### config.mk
export PLATFORM = sky130hd
export DESIGN_NAME = serial_word_receiver
export DESIGN_NICKNAME = d
export VERILOG_FILES = /design/src/rtl/serial_word_receiver.sv
export SDC_FILE = /design/constraint.sdc
export NUM_CORES = 1
export LEC_CHECK = 0
export CORE_UTILIZATION = 25
export CTS_BUF_LIST = sky130_fd_sc_hd__clkbuf_16
export CTS_CLUSTER_SIZE = 28
export DETAILED_ROUTE_END_ITERATION = 16
export HOLD_SLACK_MARGIN = 0.06
export PLACE_DENSITY_LB_ADDON = 0.25
export SYNTH_ARGS = -nofsm -noshare
export SYNTH_HDL_FRONTEND = slang
export SYNTH_SLANG_ARGS = --single-unit
### constraint.sdc
create_clock -name clk -period 1.85 [get_ports clk]
set_input_delay 0.555 -clock clk [delete_from_list [all_inputs] [get_ports clk]]
set_output_delay 0.555 -clock clk [all_outputs]
set_load 0.005 [all_outputs]
### src/rtl/serial_word_receiver.sv
// serial_word_receiver: reassembles WIDTH-bit words from a one-bit-per-strobe
// serial line (MSB-first or LSB-first, chosen per word) and presents them on a
// valid/ready port. A word that completes while an unconsumed word is still
// held is dropped and raises a sticky overrun flag.
module serial_word_receiver #(
  parameter int WIDTH = 4,
  parameter int CNT_W = 3
) (
  input  logic             clk,
  input  logic             rst,
  input  logic             sin,
  input  logic             sin_valid,
  input  logic             dir,
  input  logic             clr,
  output logic [WIDTH-1:0] data_out,
  output logic             out_valid,
  input  logic             out_ready,
  output logic             overrun,
  output logic [CNT_W-1:0] bit_cnt,
  output logic             busy
);

  typedef enum logic {IDLE, SHIFT} state_t;

  state_t             state_q, state_d;
  logic [WIDTH-1:0]   shreg_q, shreg_d;
  logic [CNT_W-1:0]   cnt_q, cnt_d;
  logic               dir_lat_q, dir_lat_d;
  logic [WIDTH-1:0]   data_q, data_d;
  logic               valid_q, valid_d;
  logic               ovr_q, ovr_d;

  logic               dir_eff;
  logic [WIDTH-1:0]   shifted;
  logic               last_bit;

  // State register with asynchronous active-high reset.
  always_ff @(posedge clk or posedge rst) begin
    if (rst) begin
      state_q   <= IDLE;
      shreg_q   <= '0;
      cnt_q     <= '0;
      dir_lat_q <= 1'b0;
      data_q    <= '0;
      valid_q   <= 1'b0;
      ovr_q     <= 1'b0;
    end else begin
      state_q   <= state_d;
      shreg_q   <= shreg_d;
      cnt_q     <= cnt_d;
      dir_lat_q <= dir_lat_d;
      data_q    <= data_d;
      valid_q   <= valid_d;
      ovr_q     <= ovr_d;
    end
  end

  // Next-state: shifting, word completion, output handshake, clear and overrun.
  always_comb begin
    state_d   = state_q;
    shreg_d   = shreg_q;
    cnt_d     = cnt_q;
    dir_lat_d = dir_lat_q;
    data_d    = data_q;
    valid_d   = valid_q;
    ovr_d     = ovr_q;

    // The first bit of a word uses the live dir; later bits use the latched one.
    dir_eff  = (state_q == IDLE) ? dir : dir_lat_q;
    shifted  = dir_eff ? {shreg_q[WIDTH-2:0], sin} : {sin, shreg_q[WIDTH-1:1]};
    last_bit = (state_q == SHIFT) && (cnt_q == CNT_W'(WIDTH - 1));

    if (valid_q && out_ready) begin
      valid_d = 1'b0;
    end

    if (clr) begin
      state_d = IDLE;
      shreg_d = '0;
      cnt_d   = '0;
      ovr_d   = 1'b0;
    end else if (sin_valid) begin
      shreg_d = shifted;
      if (state_q == IDLE) begin
        dir_lat_d = dir;
      end
      if (last_bit) begin
        state_d = IDLE;
        cnt_d   = '0;
        // A held word only makes room if it is consumed on this same edge.
        if (!valid_q || out_ready) begin
          data_d  = shifted;
          valid_d = 1'b1;
        end else begin
          ovr_d = 1'b1;
        end
      end else begin
        state_d = SHIFT;
        cnt_d   = cnt_q + CNT_W'(1);
      end
    end
  end

  assign data_out  = data_q;
  assign out_valid = valid_q;
  assign overrun   = ovr_q;
  assign bit_cnt   = cnt_q;
  assign busy      = (state_q == SHIFT);

endmodule

Yosys cells after proc, flatten, opt, wreduce, memory -nomap -nowiden
Index checks and enable logic that the tools add are counted.
W data, S select, Z words.
{ "totals": {"in_bits": 7, "output_inout_bits": 10, "register_bits": 15} }
{ "op_classes": {"n_bitwise": 1, "n_reduce_logical": 9, "muxes": 19, "addsub": 1, "n_eq_ne": 2} }
{ "op_table": {"columns": ["operator", "count"], "rows": [
  ["$mux W1", 13],
  ["$mux W4", 3],
  ["$mux W3", 3],
  ["$reduce_and A4 Y1", 1],
  ["$reduce_bool A2 Y1", 2],
  ["$add A3 B1 Y3 const B", 1],
  ["$eq A3 B2 Y1 const B", 1],
  ["$reduce_and A3 Y1", 1],
  ["$logic_and A1 B1 Y1", 2],
  ["$ne A2 B2 Y1 const B", 1],
  ["$reduce_and A2 Y1", 1],
  ["$logic_not A1 Y1", 1],
  ["$logic_or A1 B1 Y1", 1],
  ["$not A1 Y1", 1]
]} }

Depth between registers and ports, before layout
Gate-level depths: netlist (run 1).
{ "logic_depth": {"word_depth": 6, "depth_mapped": 5, "depth_no_buf": 4} }

Least setup slack after synthesis (run 1)
OpenSTA, ideal clock, no wires.
{ "synth_timing": {"path_type": "input -> register", "startpoint": "input port dir", "endpoint": "register data_q[1] (netlist: data_out[1])", "setup_ns": 0.125, "slack_ns": 0.283, "arrival_time_ns": 1.441, "required_ns": 1.725, "path_stages": 3, "path_cell_list": "mux2i_2 mux2_2 mux2_4"} }
{ "synth_between": {"elab_chain_len": 2} }
{ "synth_rtl": {"columns": ["item", "line_no", "source"], "rows": [
  ["start, declared", "13", "input logic dir,"],
  ["$mux W1", null, null],
  ["$mux W4", "70", "shifted = dir_eff ? {shreg_q[WIDTH-2:0], sin} : {sin, shreg_q[WIDTH-1:1]};"],
  ["end signal, assigned", "52", "data_q <= data_d;"],
  ["end, declared", "29", "logic [WIDTH-1:0] data_q, data_d;"]
]} }
Every way passes these cells.
A chain may end at the register's enable or synchronous reset.

Worst setup path in the final report (run 1)
{ "layout_timing": {"startpoint": "register state_q (netlist: busy)", "endpoint": "output port busy"} }
{ "layout_lines": {"columns": ["item", "line_no", "source"], "rows": [
  ["start, declared", "25", "state_t state_q, state_d;"],
  ["start signal, assigned", "48", "state_q <= state_d;"],
  ["end, declared", "20", "output logic busy"]
]} }
No word-level cell between the ends.

==> insert_results.sql, run 1 <==
INSERT INTO impl_metrics (metric_group, metric, value, unit) VALUES
('outcome', 'outcome', 'finished, final reports clean', ''),
('logic_synthesis', 'post_synth_fa_ha_maj_area_fraction', '0.01773', ''),
('clock_tree', 'max-clock-path-buffers', '2', ''),
('floorplan', 'placement_rows', '18', ''),
('pwr', 'p_clk_frac', '0.466', ''),
('logic_synthesis', 'netlist_instances', '63', ''),
('critical_path', 'startpoint_type', 'flop', ''),
('pwr', 'pwr-share-seq', '0.404', ''),
('grt', 'grt_first_pass_wirelength', '2.456', 'mm'),
('grt', 'antenna_found_initial', '0', ''),
('critical_path', 'critical_path_buffers_and_inverters', '1', ''),
('pwr', 'power.combinational.fraction', '0.130', ''),
('pwr', 'p_leak', '0.0004915', 'uW'),
('timing', 'timing.final.crit_period', '1.808', 'ns'),
('timing', 'fin_worst_skew', '0.0009864', 'ns'),
('route', 'routed_wl', '1.500', 'mm'),
('timing', 'rsz0062_at_grt', 'true', ''),
('critical_path', 'crit_chain', 'clkdlybuf4s50_1', ''),
('place', 'place_inst', '115', ''),
('run', 'max_cap_viol_count', '0', ''),
('pwr', 'cellInternalPower', '703.3', 'uW'),
('critical_path', 'critPathMaxStageDelay', '0.55', 'ns'),
('timing', 'worstMarginPinSlew', '0.3349', 'ns'),
('critical_path', 'critical_path.max_fanout', '5', ''),
('timing', 'setup_total_negative_slack', '0', 'ns'),
('timing', 'timing.final.crit_share', '0.9772', ''),
('critical_path', 'critPathTopFamily', 'buffers and inverters', ''),
('cells_and_area', 'num_antenna_cells', '0', ''),
('clock_tree', 'clock_pin_transition_on_the_worst_setup_and_hold_timing_paths', '0.05', 'ns'),
('floorplan', 'floorplan.die_area', '3039', 'um2'),
('grt', 'track_usage', '0.1241', ''),
('route', 'drtAntennaViolNets', '0', ''),
('logic_synthesis', 'area_fraction_in_compound_gates_after_synthesis', '0.1011', ''),
('route', 'routed-wl-met2', '663', 'um'),
('clock_tree', 'ctsHtreeMaxLevel', '1', ''),
('pwr', 'report.power.total', '897.7', 'uW'),
('floorplan', 'core', '2567', 'um2'),
('route', 'met1_wirelength', '741', 'um'),
('logic_synthesis', 'synth_cell_type_count', '23', ''),
('clock_tree', 'tritoncts', 'yes', ''),
('worst_hold_path', 'min-delay-path-class', 'flop to flop', ''),
('critical_path', 'regToRegStartpoint', 'busy', ''),
('grt', 'largest_net_degree_at_the_start_of_global_routing', '16', ''),
('grt', 'first_global_vias', '526', ''),
('critical_path', 'worstSetupEndpointType', 'primary output', ''),
('route', 'post-route-drc-count', '0', ''),
('cells_and_area', 'area_growth_syn_to_layout', '46.81', '%'),
('clock_tree', 'ctsRootBufferMaster', 'sky130_fd_sc_hd__clkbuf_16', ''),
('logic_synthesis', 'portion_of_the_post_synthesis_area_used_by_sequential_elements', '0.5319', ''),
('critical_path', 'crit_arrival', '1.25', 'ns'),
('route', 'route.detailed.vias_per_inst', '4.496', ''),
('logic_synthesis', 'yosys_warnings', '0', ''),
('route', 'top_layer', 'met4', ''),
('route', 'routed-wl-met3', '51', 'um'),
('timing', 'fin_max_slew_vios', '0', ''),
('logic_synthesis', 'synth-simple-area-share', '0.1348', ''),
('place', 'place.gp.congestion', '0.6733', ''),
('pwr', 'total_switching_power', '194.4', 'uW'),
('logic_synthesis', 'synth_xor_xnor_area_share', '0', ''),
('grt', 'overflow', '0', ''),
('clock_tree', 'worst_skew_pair_later_pin_latency', '0.25', 'ns'),
('worst_hold_path', 'holdCritStartpoint', 'overrun', ''),
('cells_and_area', 'layout-drive-gt1-share', '0.2247', ''),
('logic_synthesis', 'synth.avg_cell_area', '11.20', 'um2'),
('cells_and_area', 'fin_cells', '119', ''),
('cells_and_area', 'final_nets', '98', ''),
('route', 'initialDrtViolationCount', '3', ''),
('floorplan', 'floorplan.io_pins', '17', ''),
('route', 'vias', '535', ''),
('place', 'detailedPlacementHpwl', '1.109', 'mm'),
('clock_tree', 'post-cts-setup-buffers', '0', '');
-- cell usage after synthesis (all sizes together) --
master	n
o21a	3
and3b	1
clkbuf	2
a211oi	2
inv	4
nand2b	1
mux2	6
or3	1
a21oi	2
dfrtp	15
ha	1
and2	1
o2bb2ai	2
nor2	10
and4	1
a31oi	1
mux2i	4
buf	1
nand2	4
nand3	1
-- cells in the final DEF, fill, tap and decap left out, drive strengths merged --
cell,instances
a31oi,1
nand3,1
a21oi,2
and2,1
inv,5
clkdlybuf4s50,16
buf,9
clkbuf,3
o2bb2ai,2
and3b,1
o21a,3
and4,1
a211oi,2
nand2,4
nand2b,1
nor2,10
ha,1
mux2i,4
dfrtp,15
or3,1
mux2,6
-- kinds of logic (layout without fill, tap and decap cells) --
kind of cell,count (synthesis),after routing
AND/OR/NAND/NOR,20,20
flip-flops,15,15
AO/OA/AOI/OAI,10,10
multiplexers,10,10
buffers and inverters,7,33
adder cells (fa/ha/maj),1,1
-- area by class of cell --
type / instances / area (um2)
Multi-Input combinational cell: 41 / 301.5
Clock inverter: 1 / 3.754
Fill cell: 259 / 1531
Inverter: 4 / 15.01
Clock buffer: 3 / 75.07
Tap cell: 30 / 37.54
Sequential cell: 15 / 375.4
Timing Repair Buffer: 25 / 227.7
-- worst paths after layout --
| check | endpoint | slack [ns] | cells past startpoint |
|---|---|---|---|
| max | busy | 0.04 | 1 |
| min | overrun | 0.49 | 1 |
| max reg2reg | data_out[1] | 0.23 | 3 |
| min reg2reg | overrun | 0.49 | 1 |
| max in group asynchronous | busy | 1.06 | 3 |
| min in group asynchronous | data_out[3] | 0.62 | 3 |
-- sequential cells by signal, summed over array words and instances (netlist names) --
name / count
dir_lat_q: 1
data_out: 4
shreg_q: 4
out_valid: 1
bit_cnt: 3
busy: 1
overrun: 1
-- layer usage --
layer,GRT usage,up-vias
met5,0,-
met3,0.03279,4
met4,0.08750,0
li1,-,265
met2,0.1807,10
met1,0.1575,256
-- power groups by stage --
stage	clock network (uW)	registers, uW	logic, uW
floorplan	0	364	59.8
global placement	0	367	117
detailed placement	0	368	118
CTS	432	363	119
global route	439	365	130
finish	418	362	117
-- stage by stage --
step / setup WS (ns) / utilization
floorplan: 0.2835 / -
global placement: -0.1943 / 0.3728
detailed placement: -0.2057 / 0.3728
CTS: 0.02945 / 0.4035
global route: -0.004486 / 0.4035
finish: 0.04222 / 0.4035
Note: power is estimated with default switching activity, not from simulation.
==> run 2: changes to the inputs <==
- RECOVER_POWER: unset -> 50
==> run 2 against run 1 <==
Effect of this change: combinational power about the same; sequential power about the same; utilization decreased by 0.29 points; global-route usage unchanged; non-clock buffer count unchanged; critical endpoint unchanged.
==> insert_results.sql, run 2 (synthesized netlist as in run 1, its figures left out) <==
INSERT INTO impl_metrics (metric_group, metric, value, unit) VALUES
('grt', 'largest_net_degree_at_the_start_of_global_routing', '16', ''),
('cells_and_area', 'mostFrequentLayoutCell', 'sky130_fd_sc_hd__dfrtp_1', ''),
('route', 'route.detailed.vias_per_inst', '4.504', ''),
('place', 'place.gp.congestion', '0.6733', ''),
('critical_path', 'crit_chain', 'clkdlybuf4s50_1', ''),
('route', 'drtAntennaViolNets', '0', ''),
('cells_and_area', 'num_antenna_cells', '0', ''),
('pwr', 'report.power.total', '893.0', 'uW'),
('pwr', 'power.combinational.fraction', '0.128', ''),
('floorplan', 'floorplan.io_pins', '17', ''),
('floorplan', 'floorplan.die_area', '3039', 'um2'),
('timing', 'setup_violations', '0', ''),
('clock_tree', 'clock_pin_transition_on_the_worst_setup_and_hold_timing_paths', '0.05', 'ns'),
('place', 'detailedPlacementHpwl', '1.109', 'mm'),
('clock_tree', 'post-cts-setup-buffers', '0', ''),
('route', 'vias', '536', ''),
('place', 'io_buffer_count', '16', ''),
('timing', 'fin_max_slew_vios', '0', ''),
('critical_path', 'critical_path.max_fanout', '5', ''),
('floorplan', 'die-width', '55.13', 'um'),
('critical_path', 'crit_arrival', '1.25', 'ns'),
('cells_and_area', 'fin_cells', '119', ''),
('clock_tree', 'ctsHtreeMaxLevel', '1', ''),
('cells_and_area', 'final_nets', '98', ''),
('clock_tree', 'postCtsHoldBufs', '0', ''),
('critical_path', 'rr_endpoint', 'data_out[1]', ''),
('critical_path', 'critical_path_buffers_and_inverters', '1', ''),
('grt', 'antenna_found_initial', '0', ''),
('grt', 'first_global_vias', '526', ''),
('worst_hold_path', 'timing.hold.worst_path_depth', '1', ''),
('timing', 'report.final.hold_viol_count', '0', ''),
('cells_and_area', 'layout-drive-gt1-share', '0.2022', ''),
('floorplan', 'overall_die_height', '55.13', 'um'),
('cells_and_area', 'multi_input_comb_area', '301.5', 'um2'),
('floorplan', 'initial_utilization', '0.2749', ''),
('pwr', 'cellInternalPower', '700.4', 'uW'),
('critical_path', 'critPathMaxStageDelay', '0.55', 'ns'),
('grt', 'grt_first_pass_wirelength', '2.456', 'mm'),
('pwr', 'total_switching_power', '192.6', 'uW'),
('timing', 'slew-limit-headroom', '0.4465', ''),
('place', 'post-place-ws', '-0.2057', 'ns'),
('critical_path', 'reg2regPathDepth', '3', ''),
('route', 'drt-pass1-iter-count', '1', ''),
('clock_tree', 'worst_skew_pair_later_pin_latency', '0.25', 'ns'),
('timing', 'rsz0062_at_grt', 'true', ''),
('critical_path', 'worst_ep_required_time', '1.29', 'ns'),
('worst_hold_path', 'min-delay-path-class', 'flop to flop', ''),
('pwr', 'power-per-cell-area', '868.2', 'nW/um2'),
('critical_path', 'startpoint_type', 'flop', ''),
('route', 'wl_per_cell', '12.48', 'um'),
('route', 'post-route-drc-count', '0', ''),
('run', 'max_cap_viol_count', '0', ''),
('pwr', 'p_clk_frac', '0.466', ''),
('timing', 'holdWs', '0.4945', 'ns'),
('pwr', 'switching_share', '0.2157', ''),
('route', 'routed_wl', '1.485', 'mm'),
('critical_path', 'setup.worst_path.class', 'flop to primary output', ''),
('timing', 'setup_total_negative_slack', '0', 'ns'),
('cells_and_area', 'fill_cells', '262', ''),
('route', 'initialDrtViolationCount', '0', ''),
('pwr', 'worst_ir_drop_on_vdd', '0.5492', 'mV'),
('clock_tree', 'cts-resized-gates', '0', ''),
('timing', 'timing.final.crit_period', '1.808', 'ns'),
('timing', 'worstMarginPinSlew', '0.8302', 'ns'),
('timing', 'timing.final.crit_share', '0.9772', ''),
('worst_hold_path', 'timing.hold.worst_endpoint', 'overrun', ''),
('cells_and_area', 'flip_flop_and_latch_area', '375.4', 'um2'),
('clock_tree', 'tritoncts', 'yes', ''),
('timing', 'layout_setup_ws', '0.04214', 'ns'),
('clock_tree', 'max-clock-path-buffers', '2', ''),
('timing', 'fmaxAchievable', '553.1', 'MHz'),
('critical_path', 'worstSetupEndpointType', 'primary output', ''),
('grt', 'overflow', '0', ''),
('grt', 'track_usage', '0.1241', ''),
('floorplan', 'core', '2567', 'um2'),
('critical_path', 'regToRegStartpoint', 'busy', ''),
('outcome', 'outcome', 'finished, final reports clean', ''),
('cells_and_area', 'layout_common_cells', '15 x sky130_fd_sc_hd__dfrtp_1, 14 x sky130_fd_sc_hd__clkdlybuf4s50_1, 10 x sky130_fd_sc_hd__nor2_1', ''),
('clock_tree', 'clock-sinks', '15', ''),
('critical_path', 'critPathTopFamily', 'buffers and inverters', ''),
('critical_path', 'ff2ff_setup_slack', '0.24', 'ns'),
('cells_and_area', 'area_growth_syn_to_layout', '45.75', '%'),
('clock_tree', 'cts-buffers-inserted', '3', ''),
('pwr', 'p_leak', '0.0004848', 'uW'),
('clock_tree', 'ctsRootBufferMaster', 'sky130_fd_sc_hd__clkbuf_16', ''),
('timing', 'fin_worst_skew', '0.001685', 'ns'),
('floorplan', 'placement_rows', '18', ''),
('critical_path', 'timing.critical_path.slowest_stage_cell', 'sky130_fd_sc_hd__clkdlybuf4s50_1', ''),
('place', 'place_inst', '115', ''),
('worst_hold_path', 'holdCritStartpoint', 'overrun', ''),
('pwr', 'pwr-share-seq', '0.406', '');
## run 2: cell types whose count changed in the layout (fill, tap and decap cells not counted)
| cell | change |
|---|---|
| sky130_fd_sc_hd__clkdlybuf4s50_1 | -2 |
| sky130_fd_sc_hd__clkbuf_1 | +2 |
| sky130_fd_sc_hd__dlygate4sd3_1 | +2 |
| sky130_fd_sc_hd__buf_4 | -2 |
## run 2: power by group through the flow
stage | Combinational [uW] | Clock [uW] | Sequential [uW]
2_1_floorplan | 59.8 | 0 | 364
3_3_place_gp | 117 | 0 | 367
3_5_place_dp | 118 | 0 | 368
4_1_cts | 119 | 432 | 363
5_1_grt | 127 | 439 | 365
6_report | 114 | 416 | 362
## run 2: worst max-delay path by stage
stage               startpoint          end  slack [ns]  depth (start not counted)
detailed placement         dir  data_out[1]       -0.21                          4
floorplan                  dir  data_out[1]        0.28                          3
CTS                       busy         busy        0.03                          1
finish                    busy         busy        0.04                          1
global route               dir  data_out[1]      -0.004                          4
global placement           dir  data_out[2]       -0.19                          4
## run 2: cell type report
| class | count | area share |
|---|---|---|
| clock buffers | 3 | 0.07299 |
| flip-flops and latches | 15 | 0.3650 |
| multi-input cells | 41 | 0.2932 |
| repair buffers | 25 | 0.2141 |
| inverters | 4 | 0.01460 |
| well taps | 30 | 0.03650 |
| clock inverters | 1 | 0.003650 |
## run 2: metrics by stage
stage,cell area [um2],util
detailed placement,957.2,0.3728
CTS,1036,0.4035
global placement,957.2,0.3728
floorplan,705.7,-
global route,1028,0.4006
finish,1028,0.4006
## run 2: metal layers
layer,share of wire,global-route usage,wire (um),vias to the layer above
li1,-,-,-,267
met1,0.49,0.1575,734,255
met2,0.44,0.1807,655,10
met3,0.035,0.03279,52,4
met4,0.029,0.08750,43,0
met5,0,0,0,-
